$ cat src/rtl/iic_reg_wr_arbiter.sv
// iic_reg_wr_arbiter: shares local write access to the two-register I2C slave
// bank between two requesters, defers while the I2C bus is active, and
// verifies each write by reading the register back.
module iic_reg_wr_arbiter #(
    parameter int unsigned VERIFY_DLY   = 2,
    parameter int unsigned BUSY_TIMEOUT = 1024,
    parameter int unsigned CNT_W        = 11
) (
    input  logic       sys_clk,
    input  logic       rst_n,
    input  logic       rq0_valid,
    input  logic       rq0_addr,
    input  logic [7:0] rq0_data,
    output logic       rq0_ready,
    output logic       rq0_done,
    output logic       rq0_err,
    input  logic       rq1_valid,
    input  logic       rq1_addr,
    input  logic [7:0] rq1_data,
    output logic       rq1_ready,
    output logic       rq1_done,
    output logic       rq1_err,
    input  logic       i2c_busy,
    input  logic [7:0] reg0_rd,
    input  logic [7:0] reg1_rd,
    output logic       reg0_wr_en,
    output logic       reg1_wr_en,
    output logic [7:0] reg0_wdata,
    output logic [7:0] reg1_wdata,
    output logic       arb_busy
);

    localparam int unsigned VCNT_W = 4;
    localparam logic [CNT_W-1:0]  WAIT_LAST = CNT_W'(BUSY_TIMEOUT - 1);
    localparam logic [VCNT_W-1:0] VER_LAST  = VCNT_W'(VERIFY_DLY - 1);

    typedef enum logic [2:0] {
        S_IDLE,
        S_WAIT_BUS,
        S_GRANT,
        S_WRITE,
        S_VERIFY,
        S_DONE
    } state_t;

    state_t            state_q;
    logic              id_q;
    logic              addr_q;
    logic [7:0]        data_q;
    logic              err_l_q;
    logic              last_grant_q;
    logic [CNT_W-1:0]  wait_cnt_q;
    logic [VCNT_W-1:0] vcnt_q;
    logic [1:0]        ready_q;
    logic [1:0]        done_q;
    logic [1:0]        err_q;
    logic [1:0]        wr_en_q;
    logic [7:0]        wdata0_q;
    logic [7:0]        wdata1_q;
    logic              arb_busy_q;

    logic              win_c;
    logic              win_addr_c;
    logic [7:0]        win_data_c;
    logic [7:0]        rd_sel_c;

    // Round-robin pick: the sole requester, or the one not granted last time.
    assign win_c      = (rq0_valid && rq1_valid) ? ~last_grant_q : rq1_valid;
    assign win_addr_c = win_c ? rq1_addr : rq0_addr;
    assign win_data_c = win_c ? rq1_data : rq0_data;
    assign rd_sel_c   = addr_q ? reg1_rd : reg0_rd;

    // Arbitration / write / readback-verify sequencer with registered outputs.
    always_ff @(posedge sys_clk or negedge rst_n) begin
        if (!rst_n) begin
            state_q      <= S_IDLE;
            id_q         <= 1'b0;
            addr_q       <= 1'b0;
            data_q       <= 8'h00;
            err_l_q      <= 1'b0;
            last_grant_q <= 1'b1;
            wait_cnt_q   <= '0;
            vcnt_q       <= '0;
            ready_q      <= 2'b00;
            done_q       <= 2'b00;
            err_q        <= 2'b00;
            wr_en_q      <= 2'b00;
            wdata0_q     <= 8'h00;
            wdata1_q     <= 8'h00;
            arb_busy_q   <= 1'b0;
        end else begin
            ready_q <= 2'b00;
            done_q  <= 2'b00;
            err_q   <= 2'b00;
            wr_en_q <= 2'b00;
            case (state_q)
                S_IDLE: begin
                    if (rq0_valid || rq1_valid) begin
                        id_q       <= win_c;
                        addr_q     <= win_addr_c;
                        data_q     <= win_data_c;
                        err_l_q    <= 1'b0;
                        arb_busy_q <= 1'b1;
                        if (!i2c_busy) begin
                            state_q        <= S_GRANT;
                            ready_q[win_c] <= 1'b1;
                        end else begin
                            state_q    <= S_WAIT_BUS;
                            wait_cnt_q <= '0;
                        end
                    end
                end
                S_WAIT_BUS: begin
                    wait_cnt_q <= wait_cnt_q + CNT_W'(1);
                    if (!i2c_busy) begin
                        state_q       <= S_GRANT;
                        ready_q[id_q] <= 1'b1;
                    end else if (wait_cnt_q == WAIT_LAST) begin
                        // Timed out: still hand out ready so done never precedes it.
                        state_q       <= S_GRANT;
                        err_l_q       <= 1'b1;
                        ready_q[id_q] <= 1'b1;
                    end
                end
                S_GRANT: begin
                    if (err_l_q) begin
                        state_q      <= S_DONE;
                        done_q[id_q] <= 1'b1;
                        err_q[id_q]  <= 1'b1;
                    end else begin
                        state_q         <= S_WRITE;
                        wr_en_q[addr_q] <= 1'b1;
                        if (addr_q) begin
                            wdata1_q <= data_q;
                        end else begin
                            wdata0_q <= data_q;
                        end
                    end
                end
                S_WRITE: begin
                    state_q <= S_VERIFY;
                    vcnt_q  <= '0;
                end
                S_VERIFY: begin
                    if (vcnt_q == VER_LAST) begin
                        state_q      <= S_DONE;
                        done_q[id_q] <= 1'b1;
                        err_q[id_q]  <= err_l_q | (rd_sel_c != data_q);
                    end else begin
                        vcnt_q <= vcnt_q + VCNT_W'(1);
                    end
                end
                S_DONE: begin
                    state_q      <= S_IDLE;
                    last_grant_q <= id_q;
                    err_l_q      <= 1'b0;
                    arb_busy_q   <= 1'b0;
                end
                default: begin
                    state_q    <= S_IDLE;
                    arb_busy_q <= 1'b0;
                end
            endcase
        end
    end

    assign rq0_ready  = ready_q[0];
    assign rq1_ready  = ready_q[1];
    assign rq0_done   = done_q[0];
    assign rq1_done   = done_q[1];
    assign rq0_err    = err_q[0];
    assign rq1_err    = err_q[1];
    assign reg0_wr_en = wr_en_q[0];
    assign reg1_wr_en = wr_en_q[1];
    assign reg0_wdata = wdata0_q;
    assign reg1_wdata = wdata1_q;
    assign arb_busy   = arb_busy_q;

endmodule

$ cat config.mk
export PLATFORM = sky130hd
export DESIGN_NAME = iic_reg_wr_arbiter
export DESIGN_NICKNAME = d
export VERILOG_FILES = /design/src/rtl/iic_reg_wr_arbiter.sv
export SDC_FILE = /design/constraint.sdc
export NUM_CORES = 1
export LEC_CHECK = 0
export BUFFER_PORTS_ARGS = -buffer_cell sky130_fd_sc_hd__buf_2
export CORE_MARGIN = 1.5
export CORE_UTILIZATION = 30
export DETAILED_ROUTE_END_ITERATION = 6
export GPL_ROUTABILITY_DRIVEN = 0
export PLACE_DENSITY = 0.56
export SETUP_SLACK_MARGIN = 0.15
export SYNTH_ARGS = -nofsm -noshare
export SYNTH_HDL_FRONTEND = slang
export SYNTH_SLANG_ARGS = --single-unit
export TNS_END_PERCENT = 100
$ cat constraint.sdc
create_clock -name sys_clk -period 4.8 [get_ports sys_clk]
set_clock_uncertainty 0.15 [all_clocks]
set_input_delay 0.24 -clock sys_clk [delete_from_list [all_inputs] [get_ports sys_clk]]
set_output_delay 0.24 -clock sys_clk [all_outputs]
set_load 0.01 [all_outputs]
### Word level (Yosys, flattened, before mapping)

Index checks and enable logic that the tools add are counted.

| storage, ports and cells | value |
|---|---|
| logic and storage cells | 102 |
| output and inout bits | 25 |
| memories | 0 |
| bits in writable memories | 0 |
| latch bits | 0 |
| bits in read-only memories | 0 |
| register bits after elaboration | 55 |

| operators by class | value |
|---|---|
| bitwise operators | 6 |
| magnitude comparators | 6 |
| shifts and indexed selects | 0 |
| add/subtract/negate cells | 2 |
| multipliers | 0 |
| reduce and logical (&&, ||, !) cells | 18 |
| eq/ne operators | 15 |
| muxes and demuxes | 40 |
| divide/modulo/power cells | 0 |

Operator list:

| cell | number |
|---|---|
| 11-bit two-way mux | 2 |
| 11-bit case mux with 2 select lines | 1 |
| 2-bit two-way mux | 10 |
| 8-bit two-way mux | 2 |
| 3-bit two-way mux | 5 |
| 3-bit case mux with 5 select lines | 1 |
| 2-bit != test (second input constant) | 6 |
| 2-bit case mux with 2 select lines | 3 |
| 3-bit AND reduction | 4 |
| 11-bit by 1-bit adder with 11-bit output (second input constant) | 1 |
| 11-bit by 10-bit == test with 1-bit output (second input constant) | 1 |
| 1-bit two-way mux | 9 |
| 8-bit != test | 1 |
| 4-bit case mux with 2 select lines | 1 |
| 3-bit by 2-bit == test with 1-bit output (second input constant) | 2 |
| 3-bit == test (second input constant) | 2 |
| 1-bit by 2-bit less-than comparator with 1-bit output (second input constant) | 3 |
| 2-bit AND reduction | 3 |
| 4-bit by 1-bit adder with 4-bit output (second input constant) | 1 |
| 4-bit by 1-bit == test with 1-bit output (second input constant) | 1 |
| 1-bit logical AND | 4 |
| 4-bit two-way mux | 1 |
| 1-bit inverter | 4 |
| 4-bit AND reduction | 1 |
| other kinds (13) | 18 |

### Logic depth before layout (Yosys ltp)

| logic depth | value |
|---|---|
| depth after elaboration | 9 |
| mapped depth | 6 |
| depth with buffers taken out | 6 |

### Worst setup path after synthesis

Ideal clock, no wire load.

| timing path | value |
|---|---|
| path kind | register to register |
| from | register addr_q |
| to | register err_q[0] |
| path buffers | 0 |
| data required time | 4.512 ns |
| cell stages (with the launch flop) | 5 |
| data arrival time | 1.451 ns |
| slack | 3.062 ns |
| library setup time | 0.138 ns |
| cells stage by stage | dfrtp_1 mux2_4 or3_1 a2111oi_2 a21boi_1 |

| between the ends | value |
|---|---|
| word-level cells in the longest chain between the ends | 6 |

RTL lines:

| item | line | text |
|---|---|---|
| from (decl) | 48 | `logic addr_q;` |
| from (signal assigned) | 100 | `addr_q <= win_addr_c;` |
| 8-bit two-way mux | 71 | `assign rd_sel_c = addr_q ? reg1_rd : reg0_rd;` |
| 8-bit != test | 148 | `err_q[id_q] <= err_l_q \| (rd_sel_c != data_q);` |
| 1-bit bitwise OR | 148 |  |
| 2-bit bitwise AND (no line) | n/a |  |
| 2-bit two-way mux | 145 | `if (vcnt_q == VER_LAST) begin` |
| 2-bit case mux with 2 select lines | 96 | `case (state_q)` |
| to (signal, indexed assignment) | 148 |  |
| to (decl) | 56 | `logic [1:0] err_q;` |

Every way passes these cells.
A chain may end at the register's enable or synchronous reset.

### Worst setup path in the final report

| timing path | value |
|---|---|
| from | register addr_q |
| to | register err_q[1] |

The elaborated chain is that of the path after synthesis.

==> impl_metrics.ini <==
[status]
status = finished clean

[worst_setup_path]
critPathTopFamily = flip-flops
crit_type = flop to flop
reg2regPathDepth = 4
crit_arrival_ns = 2.22
slowest_stage = dfrtp_1
worstPathCellList = mux2_4 -> or3_1 -> a2111oi_2 -> a21boi_1
startpoint = addr_q$_DFFE_PN0P_
worst-path-stages = 4
crit_path_max_fanout = 11
ff2ff_setup_slack_ns = 2.60
setup.worst_path.end_class = flop
critPathBufInv = 0
critPathCapture = err_q[1]$_DFF_PN0_
timing.rr.start = addr_q$_DFFE_PN0P_
worst_ep_required_time_ns = 4.83
startpoint_type = flop
cpPeakStageDelay_ns = 0.70
r2r_end = err_q[1]$_DFF_PN0_

[yosys]
synth_edf_count = 0
synthCells = 250
async_flop_share = 1.00
synthTopCellsByCount = 54 x dfrtp_1, 25 x nand2_1, 19 x o21ai_0
ys.flop_type = dfrtp_1
synth.most_common_cell = dfrtp_1
syn_area_per_cell_sq_um = 10.8
yosysTopAreaCellShare = 0.499
syn_area_sq_um = 2710
yosysUniqueCellTypes = 52
synth_seq_cells = 55
seq_area_frac_synth = 0.509
synthTopCellsByArea = dfrtp_1 50%, mux2_2 6.7%, mux2i_1 6.3%
synth_nets = 292
ys_warn_count = 0
synth_top_cell_by_area = dfrtp_1

[layout]
syn_to_final_growth_pct = 19.2
seq_area_sq_um = 1380
multiInputGateArea_sq_um = 1270
nFillCells = 882
final_area_sq_um = 3230
nets = 356
finalNonFillerCells = 423
fin_util = 0.370
drive_gt1_frac = 0.311
n_antenna_cell = 0

[global_route]
gr-total-overflow = 0
grt_usage = 0.125
grt_max_degree = 56
grt_pass1_vias = 1994
grt_pass1_wl_mm = 9.69
antenna_found_initial = 0

[floorplan]
die_y_um = 98
die_width_um = 98
initial_core_util = 0.310
ios = 64
rows = 34
core-area_sq_um = 8720
die_area_sq_um = 9600

[drt]
drc = 0
routedWlPerCell_um = 13.9
drt_iter0_markers = 64
vias = 2097
wirelength_mm = 5.88
antenna_left = 0
firstDrtPassIters = 4
vias_per_cell = 4.96

[place]
dp_cells = 414
io_buffers = 63
dp_slack_ns = 2.60
place_area_sq_um = 3130
dp_hpwl_mm = 4.38

[power]
ir_worst_vdd_mv = 0.177
p_leak_nw = 1.52
power_density_nw_per_um2 = 527

[timing]
fin_crit_sh = 0.458
rsz0062_at_grt = no
worstMarginPinSlew_ns = 0.691
tns_ns = 0
fmax_mhz = 455
setup_ws_ns = 2.60
setup_viol_count_final = 0
hold_violations = 0
fin_crit_ns = 2.20
slew-limit-headroom = 0.539
finalMaxSlewViolations = 0

[cts]
cts_tree = built
cts.repair.resized = 0
clk_pin_slew_ns = 0.10
postCtsSetupBuffers = 0
clk_latency_ns = 0.31
ctsLongestPathBuffers = 2
ctsHoldBuffers = 1
cts_inserted_buffers = 5
cts-htree-levels = 2
clock_sinks = 55
cts_root_buf = clkbuf_8

[run]
drv_cap = 0

[worst_hold_path]
hold_path_class = primary input to flop
hold_depth = 3
[routing by layer]
layer	track usage	vias to the layer above	wire, um
met5	0	-	0
met3	0.0308	5	241
li1	-	1036	-
met2	0.203	45	2860
met4	0.0440	0	76
met1	0.164	1011	2700
[cell families (layout without fill, tap and decap cells)]
group                    after synthesis  count (layout)  share of synthesized area
multiplexers                          34              34                      0.135
XOR/XNOR                              10              10                     0.0323
buffers and inverters                 13              78                     0.0226
flip-flops                            55              55                      0.509
AO/OA/AOI/OAI                         59              59                      0.142
AND/OR/NAND/NOR                       76              76                      0.145
adder cells (fa/ha/maj)                3               3                     0.0139
[cell usage in the layout (no fill, tap or decap), types with 2 or more instances in the layout]
master     netlist  final
buf_2            4     63
dfrtp_1         54     54
nand2_1         25     25
o21ai_0         19     19
mux2i_1         17     17
mux2_2          16     16
nor2_1          12     12
a21oi_1         11     11
nand3_1          9      9
xnor2_1          8      8
o21ai_1          6      6
clkbuf_8         0      5
or3_1            4      4
inv_1            4      4
a211oi_1         4      4
nor2b_1          3      3
a21boi_1         3      3
nor3_1           3      3
o211ai_1         3      3
ha_1             3      3
nor4_1           2      2
nand4_1          2      2
or3b_1           2      2
and4_1           2      2
and3_1           2      2
o2111ai_1        2      2
xor2_1           2      2
buf_4            0      2
[power by group]
| part | internal (mW) | leakage, nW | switching (mW) |
|---|---|---|---|
| Clock | 0.105 | 0.0485 | 0.153 |
| Sequential | 0.621 | 0.712 | 0.180 |
| Combinational | 0.314 | 0.755 | 0.329 |
[sequential cells by signal, summed over array words and instances (netlist names)]
register / cells
wait_cnt_q: 11
data_q: 8
reg0_wdata: 8
reg1_wdata: 8
vcnt_q: 4
state_q: 3
done_q: 2
err_q: 2
ready_q: 2
wr_en_q: 2
addr_q: 1
arb_busy: 1
err_l_q: 1
id_q: 1
last_grant_q: 1
[worst reg2reg max path, delay by kind of cell (launching register included)]
family	cells	cell delay, ns
compound gates	2	0.54
flops	1	0.70
mux	1	0.35
simple gates	1	0.32
[how the worst min path moves through the flow]
stage | end | slack, ns | from
after global routing | data_q[6]$_DFFE_PN0P_ | 0.05 | rq0_data[6]
final | data_q[4]$_DFFE_PN0P_ | 0.05 | rq1_data[4]
after floorplan | addr_q$_DFFE_PN0P_ | -0.21 | rst_n
after CTS | data_q[4]$_DFFE_PN0P_ | 0.04 | rq1_data[4]
after detailed placement | vcnt_q[0]$_DFFE_PN0P_ | 0.27 | rst_n
after global placement | wait_cnt_q[3]$_DFFE_PN0P_ | 0.27 | rst_n
[layout make-up]
type                    count  area share
clock buffers               5      0.0213
clock inverters             3     0.00698
inverters                   4     0.00465
multi-input cells         182       0.393
flip-flops and latches     55       0.427
well taps                 108      0.0419
repair buffers             66       0.105
[per-stage QoR]
stage	hold slack [ns]	power, mW
4_1_cts	0.0447	1.73
6_report	0.0521	1.70
3_5_place_dp	0.273	1.46
2_1_floorplan	-0.206	1.25
3_3_place_gp	0.266	1.45
5_1_grt	0.0517	1.85
Note: power is estimated with default switching activity, not from simulation.
